===== src/rtl/concat_packer.sv =====
// Packs RATIO consecutive IN_W-bit words into one wide word, with selectable slot order,
// partial-word flush and a one-entry output register behind a valid/ready handshake.
module concat_packer #(
  parameter int IN_W      = 2,
  parameter int RATIO     = 2,
  parameter int MSB_FIRST = 1,
  parameter int CNT_W     = $clog2(RATIO + 1)
) (
  input  logic                    clk,
  input  logic                    rst,
  input  logic [IN_W-1:0]         in_data,
  input  logic                    in_valid,
  output logic                    in_ready,
  input  logic                    flush,
  output logic [IN_W*RATIO-1:0]   out_data,
  output logic                    out_valid,
  input  logic                    out_ready,
  output logic [CNT_W-1:0]        out_count
);

  localparam int OUT_W = IN_W * RATIO;

  logic [OUT_W-1:0] acc_q, acc_d;
  logic [CNT_W-1:0] cnt_q, cnt_d;
  logic [OUT_W-1:0] out_data_q, out_data_d;
  logic [CNT_W-1:0] out_count_q, out_count_d;
  logic             out_valid_q, out_valid_d;
  logic             flush_pend_q, flush_pend_d;

  logic             accept_s;
  logic             last_s;
  logic             out_free_s;
  logic             load_s;
  logic [CNT_W-1:0] slot_s;
  logic [CNT_W-1:0] fill_s;
  logic [OUT_W-1:0] merged_s;

  // A pending flush counts as a flush request for the stall term, so input stays held off.
  assign in_ready = !(out_valid_q && !out_ready && (last_s || flush || flush_pend_q));

  assign out_data  = out_data_q;
  assign out_valid = out_valid_q;
  assign out_count = out_count_q;

  always_comb begin
    accept_s   = in_valid && in_ready;
    last_s     = (cnt_q == CNT_W'(RATIO - 1));
    out_free_s = !out_valid_q || out_ready;
    slot_s     = (MSB_FIRST != 0) ? (CNT_W'(RATIO - 1) - cnt_q) : cnt_q;
    fill_s     = cnt_q + CNT_W'(accept_s);

    merged_s = acc_q;
    for (int s = 0; s < RATIO; s++) begin
      if (accept_s && (slot_s == CNT_W'(s))) begin
        merged_s[s*IN_W +: IN_W] = in_data;
      end else begin
        merged_s[s*IN_W +: IN_W] = acc_q[s*IN_W +: IN_W];
      end
    end

    // Flush only fires when something is held and the output register can take it.
    load_s = (accept_s && last_s) ||
             ((flush || flush_pend_q) && out_free_s &&
              ((cnt_q != {CNT_W{1'b0}}) || accept_s));

    acc_d        = acc_q;
    cnt_d        = cnt_q;
    out_data_d   = out_data_q;
    out_count_d  = out_count_q;
    out_valid_d  = out_valid_q;
    flush_pend_d = flush_pend_q;

    if (load_s) begin
      out_data_d   = merged_s;
      out_count_d  = fill_s;
      out_valid_d  = 1'b1;
      acc_d        = {OUT_W{1'b0}};
      cnt_d        = {CNT_W{1'b0}};
      flush_pend_d = 1'b0;
    end else begin
      if (accept_s) begin
        acc_d = merged_s;
        cnt_d = fill_s;
      end else begin
        acc_d = acc_q;
      end
      if (out_valid_q && out_ready) begin
        out_valid_d = 1'b0;
      end else begin
        out_valid_d = out_valid_q;
      end
      if (flush && !out_free_s && (cnt_q != {CNT_W{1'b0}})) begin
        flush_pend_d = 1'b1;
      end else begin
        flush_pend_d = flush_pend_q;
      end
    end
  end

  always_ff @(posedge clk) begin
    if (rst) begin
      acc_q        <= {OUT_W{1'b0}};
      cnt_q        <= {CNT_W{1'b0}};
      out_data_q   <= {OUT_W{1'b0}};
      out_count_q  <= {CNT_W{1'b0}};
      out_valid_q  <= 1'b0;
      flush_pend_q <= 1'b0;
    end else begin
      acc_q        <= acc_d;
      cnt_q        <= cnt_d;
      out_data_q   <= out_data_d;
      out_count_q  <= out_count_d;
      out_valid_q  <= out_valid_d;
      flush_pend_q <= flush_pend_d;
    end
  end

endmodule

===== config.mk =====
export PLATFORM = sky130hd
export DESIGN_NAME = concat_packer
export DESIGN_NICKNAME = d
export VERILOG_FILES = /design/src/rtl/concat_packer.sv
export SDC_FILE = /design/constraint.sdc
export NUM_CORES = 1
export LEC_CHECK = 0
export ABC_AREA = 1
export BUFFER_PORTS_ARGS = -buffer_cell sky130_fd_sc_hd__buf_4
export CAP_MARGIN = 20
export CORE_MARGIN = 5
export CORE_UTILIZATION = 25
export DETAILED_ROUTE_END_ITERATION = 10
export HOLD_SLACK_MARGIN = 0.02
export SKIP_CTS_REPAIR_TIMING = 1
export SYNTH_ARGS = -nofsm -noshare
export SYNTH_HDL_FRONTEND = slang
export SYNTH_SLANG_ARGS = --single-unit

===== constraint.sdc =====
create_clock -name clk -period 3 [get_ports clk]
set_clock_uncertainty 0.2 [all_clocks]
set_input_delay 0.75 -clock clk [delete_from_list [all_inputs] [get_ports clk]]
set_output_delay 0.75 -clock clk [all_outputs]
set_load 0.02 [all_outputs]

==> results of run 1 <==
cells in the mapped netlist (all sizes together):
library cell,count,share of area (%)
a21oi,6,4.3
dfxtp,14,40
ha,1,1.8
inv,13,7.3
nand2,27,23
nand3,1,0.71
nand4,2,1.8
nor2,21,13
nor3,1,1.4
o211ai,1,1.8
o21ai,3,2.7
or2,1,0.90
xnor2,1,1.3
per-stage QoR:
stage	hold slack [ns]	utilization, %
after floorplan	0.249	-
after global placement	0.262	31.1
after detailed placement	0.266	31.1
after CTS	0.278	32.5
after global routing	0.298	32.5
final	0.274	32.5
cells by family (layout without fill, tap and decap cells):
group / count (synthesis) / after routing / synth area share [%]
xor+xnor: 1 / 1 / 1.25
compound gates: 10 / 10 / 8.76
flops: 14 / 14 / 40.1
fa+ha+maj: 1 / 1 / 1.79
buf+inv: 13 / 31 / 7.33
simple gates: 53 / 53 / 40.8
worst max-delay path by stage:
| stage | endpoint | slack, ns | startpoint |
|---|---|---|---|
| 3_3_place_gp | in_ready | 0.77 | flush |
| 4_1_cts | in_ready | 0.74 | flush |
| 2_1_floorplan | cnt_q[1] | 0.99 | out_ready |
| 6_report | in_ready | 0.74 | flush |
| 5_1_grt | in_ready | 0.71 | flush |
| 3_5_place_dp | in_ready | 0.74 | flush |
state kept, by name, summed over array words and instances, names as in the netlist:
| register | cells |
|---|---|
| out_data | 4 |
| out_count | 2 |
| cnt_q | 2 |
| acc_q | 4 |
| flush_pend_q | 1 |
| out_valid | 1 |
per-layer routing:
layer / track usage, % / up-vias / part of all wire [%]
li1: - / 320 / -
met4: 6.37 / 0 / 1.9
met5: 0 / - / 0
met3: 1.26 / 2 / 2.1
met1: 8.44 / 270 / 42
met2: 12.4 / 7 / 54
power by group through the flow:
stage	combinational, mW	sequential, mW	clock (mW)
6_report	0.103	0.205	0.137
3_5_place_dp	0.105	0.209	0
5_1_grt	0.116	0.207	0.150
2_1_floorplan	0.0602	0.220	0
4_1_cts	0.105	0.205	0.142
3_3_place_gp	0.103	0.209	0
layout make-up:
class,instances,area (um2),area share [%]
Sequential cell,14,280,31.9
Inverter,13,51.3,5.83
Timing Repair Buffer,14,105,11.9
Tap cell,31,38.8,4.41
Multi-Input combinational cell,65,368,41.8
Clock buffer,4,36.3,4.13
critical path, stage by stage:
cell and delay (ns):
sky130_fd_sc_hd__buf_4 0.12, sky130_fd_sc_hd__nor2_1 0.12, sky130_fd_sc_hd__nand2_2 0.08, sky130_fd_sc_hd__nand2_4 0.09
sky130_fd_sc_hd__buf_4 0.14
cells in the final DEF (no fill, tap or decap), drive strengths merged:
| cell type | netlist | layout |
|---|---|---|
| nor2 | 21 | 21 |
| clkbuf | 0 | 4 |
| a21oi | 6 | 6 |
| nand3 | 1 | 1 |
| or2 | 1 | 1 |
| nor3 | 1 | 1 |
| o21ai | 3 | 3 |
| dfxtp | 14 | 14 |
| o211ai | 1 | 1 |
| nand2 | 27 | 27 |
| xnor2 | 1 | 1 |
| ha | 1 | 1 |
| inv | 13 | 13 |
| buf | 0 | 14 |
| nand4 | 2 | 2 |
==> flow_metrics.env, run 1 <==
export IMPL_run_status="completed"
export IMPL_gp_congestion=0.686
export IMPL_place_ws_ns=0.742
export IMPL_critical_path_endpoint_type="output pin"
export IMPL_worst_hold_path_type="flop to flop"
export IMPL_setup_total_negative_slack_ns=0
export IMPL_whs_endpoint="acc_q[2]"
export IMPL_synthCells=92
export IMPL_hold_path_cell_count=2
export IMPL_rsz0062_at_grt="false"
export IMPL_instances_no_fill=141
export IMPL_ys_types=22
export IMPL_clock_fmax_mhz=443
export IMPL_sequentialPowerShare_pct=46.0
export IMPL_setup_ws_ns=0.742
export IMPL_cts_buffer_depth=2
export IMPL_insertion_delay_ns=0.29
export IMPL_post_route_period_util_pct=75.3
export IMPL_clkPwrFrac_pct=30.8
export IMPL_yosys_register_bits=14
export IMPL_power_share_combinational_pct=23.2
export IMPL_final_max_slew_violation_count=0
export IMPL_syn_area_per_cell_um2=7.60
export IMPL_wirelength_mm=1.39
export IMPL_net_switching_power_mw=0.133
export IMPL_worst_path_max_fanout=5
export IMPL_fp_dieArea_um2=3960
export IMPL_ioPinCount=15
export IMPL_die_height_um=62.9
export IMPL_worstMarginPinSlew_ns=0.416
export IMPL_effective_utilization_at_floorplan_pct=25.8
export IMPL_hold_path_startpoint="acc_q[2]"
export IMPL_fillerInstances=327
export IMPL_timing_slew_headroom_pct=72.1
export IMPL_vdd_drop_max_v=0.000284
export IMPL_cts_sink_count=14
export IMPL_critical_path_class="input port to output pin"
export IMPL_pin_count_of_the_biggest_net_entering_global_routing=11
export IMPL_setup_viol=0
export IMPL_die_w_um=62.9
export IMPL_num_vias=599
export IMPL_design_core_area_um2=2710
export IMPL_synth_net_count=100
export IMPL_startpoint_type="input port"
export IMPL_drtIter0Drc=9
export IMPL_antenna_found_initial=0
export IMPL_regToRegEndpoint="cnt_q[1]"
export IMPL_clock_root_buffer="sky130_fd_sc_hd__clkbuf_4"
export IMPL_placement_io_buffers=14
export IMPL_numCtsBuffers=3
export IMPL_report_power_total_mw=0.445
export IMPL_design_area_um2=880
export IMPL_global_route_wire_length_before_repair_mm=2.43
export IMPL_placement_rows=19
export IMPL_yosys_warnings=0
export IMPL_timing_reg2reg_setup_slack_ns=1.27
export IMPL_leakage_nw=0.411
export IMPL_crit_arrival_ns=1.31
export IMPL_post_syn_area_um2=699
export IMPL_reg2regPathDepth=9
export IMPL_power_internal_mw=0.313
export IMPL_path_clk_slew_ns=0.09
export IMPL_grt_pass1_vias=581
export IMPL_drt_antenna_violating_nets=0
export IMPL_detail_route_first_pass_iterations=4
export IMPL_detail_route_wl_per_cell_um=9.88
export IMPL_antenna_cells_inserted=0
export IMPL_drive_gt1_share_pct=30.9
export IMPL_cp_data_required_time_ns=2.05
export IMPL_power_per_cell_area_nw_per_um2=506
export IMPL_timing_final_crit_period_ns=2.26
export IMPL_num_nets_final=119
export IMPL_place_inst=137
export IMPL_vias_per_cell=4.25
export IMPL_area_growth_syn_to_layout_pct=25.8
export IMPL_drc_errors=0
export IMPL_h_tree_depth=1
export IMPL_drv_cap=0
export IMPL_placed_area_um2=843
export IMPL_power_switching_fraction_pct=29.8
export IMPL_detailedPlacementHpwl_mm=1.11
export IMPL_hold_viol_final=0
export IMPL_tritoncts="done"
export IMPL_reg2reg_from="cnt_q[0]"
export IMPL_yosysSeqAreaShare_pct=40.1
export IMPL_global_route_usage_total_pct=7.60
export IMPL_gr_total_overflow=0
(Power assumes the default switching activity.)
==> inputs of run 2 (changes only) <==
==> constraint.sdc (replaced) <==
create_clock -name clk -period 2 [get_ports clk]
set_clock_uncertainty 0.2 [all_clocks]
set_input_delay 0.5 -clock clk [delete_from_list [all_inputs] [get_ports clk]]
set_output_delay 0.5 -clock clk [all_outputs]
set_load 0.02 [all_outputs]
==> run 2 against run 1 <==
Register-to-register slack got worse by 1.0 ns. Non-clock buffer count did not move. Clock power rose by 16%. Critical path depth fell by 1. Power rose by 40%. Largest cell class unchanged.
==> flow_metrics.env, run 2 (synthesis gave the netlist of run 1 again) <==
export IMPL_critical_path_class="flop to output pin"
export IMPL_whs_endpoint="out_valid"
export IMPL_antenna_cells_inserted=0
export IMPL_antenna_found_initial=0
export IMPL_power_internal_mw=0.428
export IMPL_run_status="completed"
export IMPL_hold_path_cell_count=2
export IMPL_rsz0062_at_grt="false"
export IMPL_crit_arrival_ns=1.10
export IMPL_timing_final_crit_period_ns=1.80
export IMPL_net_switching_power_mw=0.194
export IMPL_cp_data_required_time_ns=1.30
export IMPL_die_w_um=62.9
export IMPL_final_max_slew_violation_count=0
export IMPL_reg2reg_from="cnt_q[0]"
export IMPL_detail_route_first_pass_iterations=4
export IMPL_critical_path_endpoint_type="output pin"
export IMPL_gp_congestion=0.780
export IMPL_sequentialPowerShare_pct=49.5
export IMPL_power_switching_fraction_pct=31.1
export IMPL_clock_fmax_mhz=556
export IMPL_hold_path_startpoint="rst"
export IMPL_setup_total_negative_slack_ns=0
export IMPL_grt_pass1_vias=578
export IMPL_regToRegEndpoint="cnt_q[1]"
export IMPL_place_inst=137
export IMPL_drc_errors=0
export IMPL_vias_per_cell=4.26
export IMPL_setup_viol=0
export IMPL_wirelength_mm=1.39
export IMPL_effective_utilization_at_floorplan_pct=25.8
export IMPL_die_height_um=62.9
export IMPL_timing_reg2reg_setup_slack_ns=0.25
export IMPL_instances_no_fill=140
export IMPL_cts_sink_count=14
export IMPL_placement_io_buffers=14
export IMPL_drv_cap=0
export IMPL_report_power_total_mw=0.622
export IMPL_setup_ws_ns=0.202
export IMPL_post_route_period_util_pct=89.9
export IMPL_global_route_wire_length_before_repair_mm=2.40
export IMPL_detailedPlacementHpwl_mm=1.08
export IMPL_placed_area_um2=843
export IMPL_path_clk_slew_ns=0.08
export IMPL_hold_ws_ns=0.176
export IMPL_ioPinCount=15
export IMPL_insertion_delay_ns=0.28
export IMPL_drt_antenna_violating_nets=0
export IMPL_fp_dieArea_um2=3960
export IMPL_crit_chain="nand2_1, nand2_2, nand2_4, buf_4"
export IMPL_pin_count_of_the_biggest_net_entering_global_routing=11
export IMPL_leakage_nw=0.403
export IMPL_startpoint_type="flop"
export IMPL_detail_route_wl_per_cell_um=9.96
export IMPL_crit_path_top_delay_cell="sky130_fd_sc_hd__dfxtp_1"
export IMPL_layout_common_cells="19 x sky130_fd_sc_hd__nand2_1, 18 x sky130_fd_sc_hd__nor2_1, 14 x sky130_fd_sc_hd__dfxtp_1, 14 x sky130_fd_sc_hd__buf_4, 11 x sky130_fd_sc_hd__inv_1"
export IMPL_reg2regPathDepth=9
export IMPL_h_tree_depth=1
export IMPL_timing_slew_headroom_pct=70.8
export IMPL_drive_gt1_share_pct=30.3
export IMPL_place_ws_ns=0.0473
export IMPL_clock_root_buffer="sky130_fd_sc_hd__clkbuf_4"
export IMPL_mostFrequentLayoutCell="sky130_fd_sc_hd__nand2_1"
export IMPL_drtIter0Drc=4
export IMPL_gr_total_overflow=0
export IMPL_design_area_um2=866
export IMPL_tritoncts="done"
export IMPL_global_route_usage_total_pct=7.51
export IMPL_post_route_core_utilization_pct=31.9
export IMPL_num_nets_final=119
export IMPL_clkPwrFrac_pct=25.6
export IMPL_placement_rows=19
export IMPL_vdd_drop_max_v=0.000327
export IMPL_hold_viol_final=0
export IMPL_power_share_combinational_pct=24.9
export IMPL_worst_hold_path_type="input port to flop"
export IMPL_cts_buffer_depth=2
export IMPL_num_vias=597
export IMPL_slowest_delay_ns=0.42
export IMPL_worstMarginPinSlew_ns=0.437
export IMPL_area_growth_syn_to_layout_pct=23.8
export IMPL_power_per_cell_area_nw_per_um2=718
export IMPL_numCtsBuffers=3
export IMPL_worst_path_max_fanout=5
export IMPL_design_core_area_um2=2710
==> run 2: cell types whose count changed in the layout (fill, tap and decap cells not counted), sizes merged <==
cell    change
clkbuf      -1
==> run 2: worst max-delay path by stage <==
stage | startpoint | end | slack, ns | cells after the start
after floorplan | out_valid | cnt_q[1] | 0.19 | 9
final | cnt_q[0] | in_ready | 0.20 | 4
after CTS | cnt_q[0] | in_ready | 0.19 | 4
after detailed placement | out_ready | cnt_q[1] | 0.05 | 9
after global routing | cnt_q[0] | cnt_q[1] | 0.10 | 9
after global placement | out_ready | cnt_q[1] | 0.11 | 9
==> run 2: power groups by stage <==
stage	Combinational (mW)	Sequential, mW	Clock (mW)
detailed placement	0.157	0.315	0
finish	0.155	0.308	0.159
global placement	0.156	0.314	0
CTS	0.158	0.308	0.164
global route	0.172	0.311	0.177
floorplan	0.0902	0.329	0
==> run 2: worst max-delay path, delay by kind of cell, from the launching register on <==
family	cells	cell delay (ns)
buffers and inverters	1	0.16
DFF	1	0.42
and+or+nand+nor	3	0.24
==> run 2: final cells by class <==
class | instances | area [um2]
clock buffers | 3 | 22.5
fillers | 313 | 1840
inverters | 13 | 51.3
multi-input cells | 65 | 368
flip-flops and latches | 14 | 280
well taps | 31 | 38.8
repair buffers | 14 | 105
==> run 2: per-layer routing <==
| metal | vias to the layer above | GRT usage (%) | wire [um] |
|---|---|---|---|
| met5 | - | 0 | 0 |
| met4 | 0 | 5.57 | 36 |
| met3 | 4 | 1.26 | 46 |
| met2 | 11 | 12.7 | 700 |
| met1 | 263 | 8.29 | 611 |
| li1 | 319 | - | - |
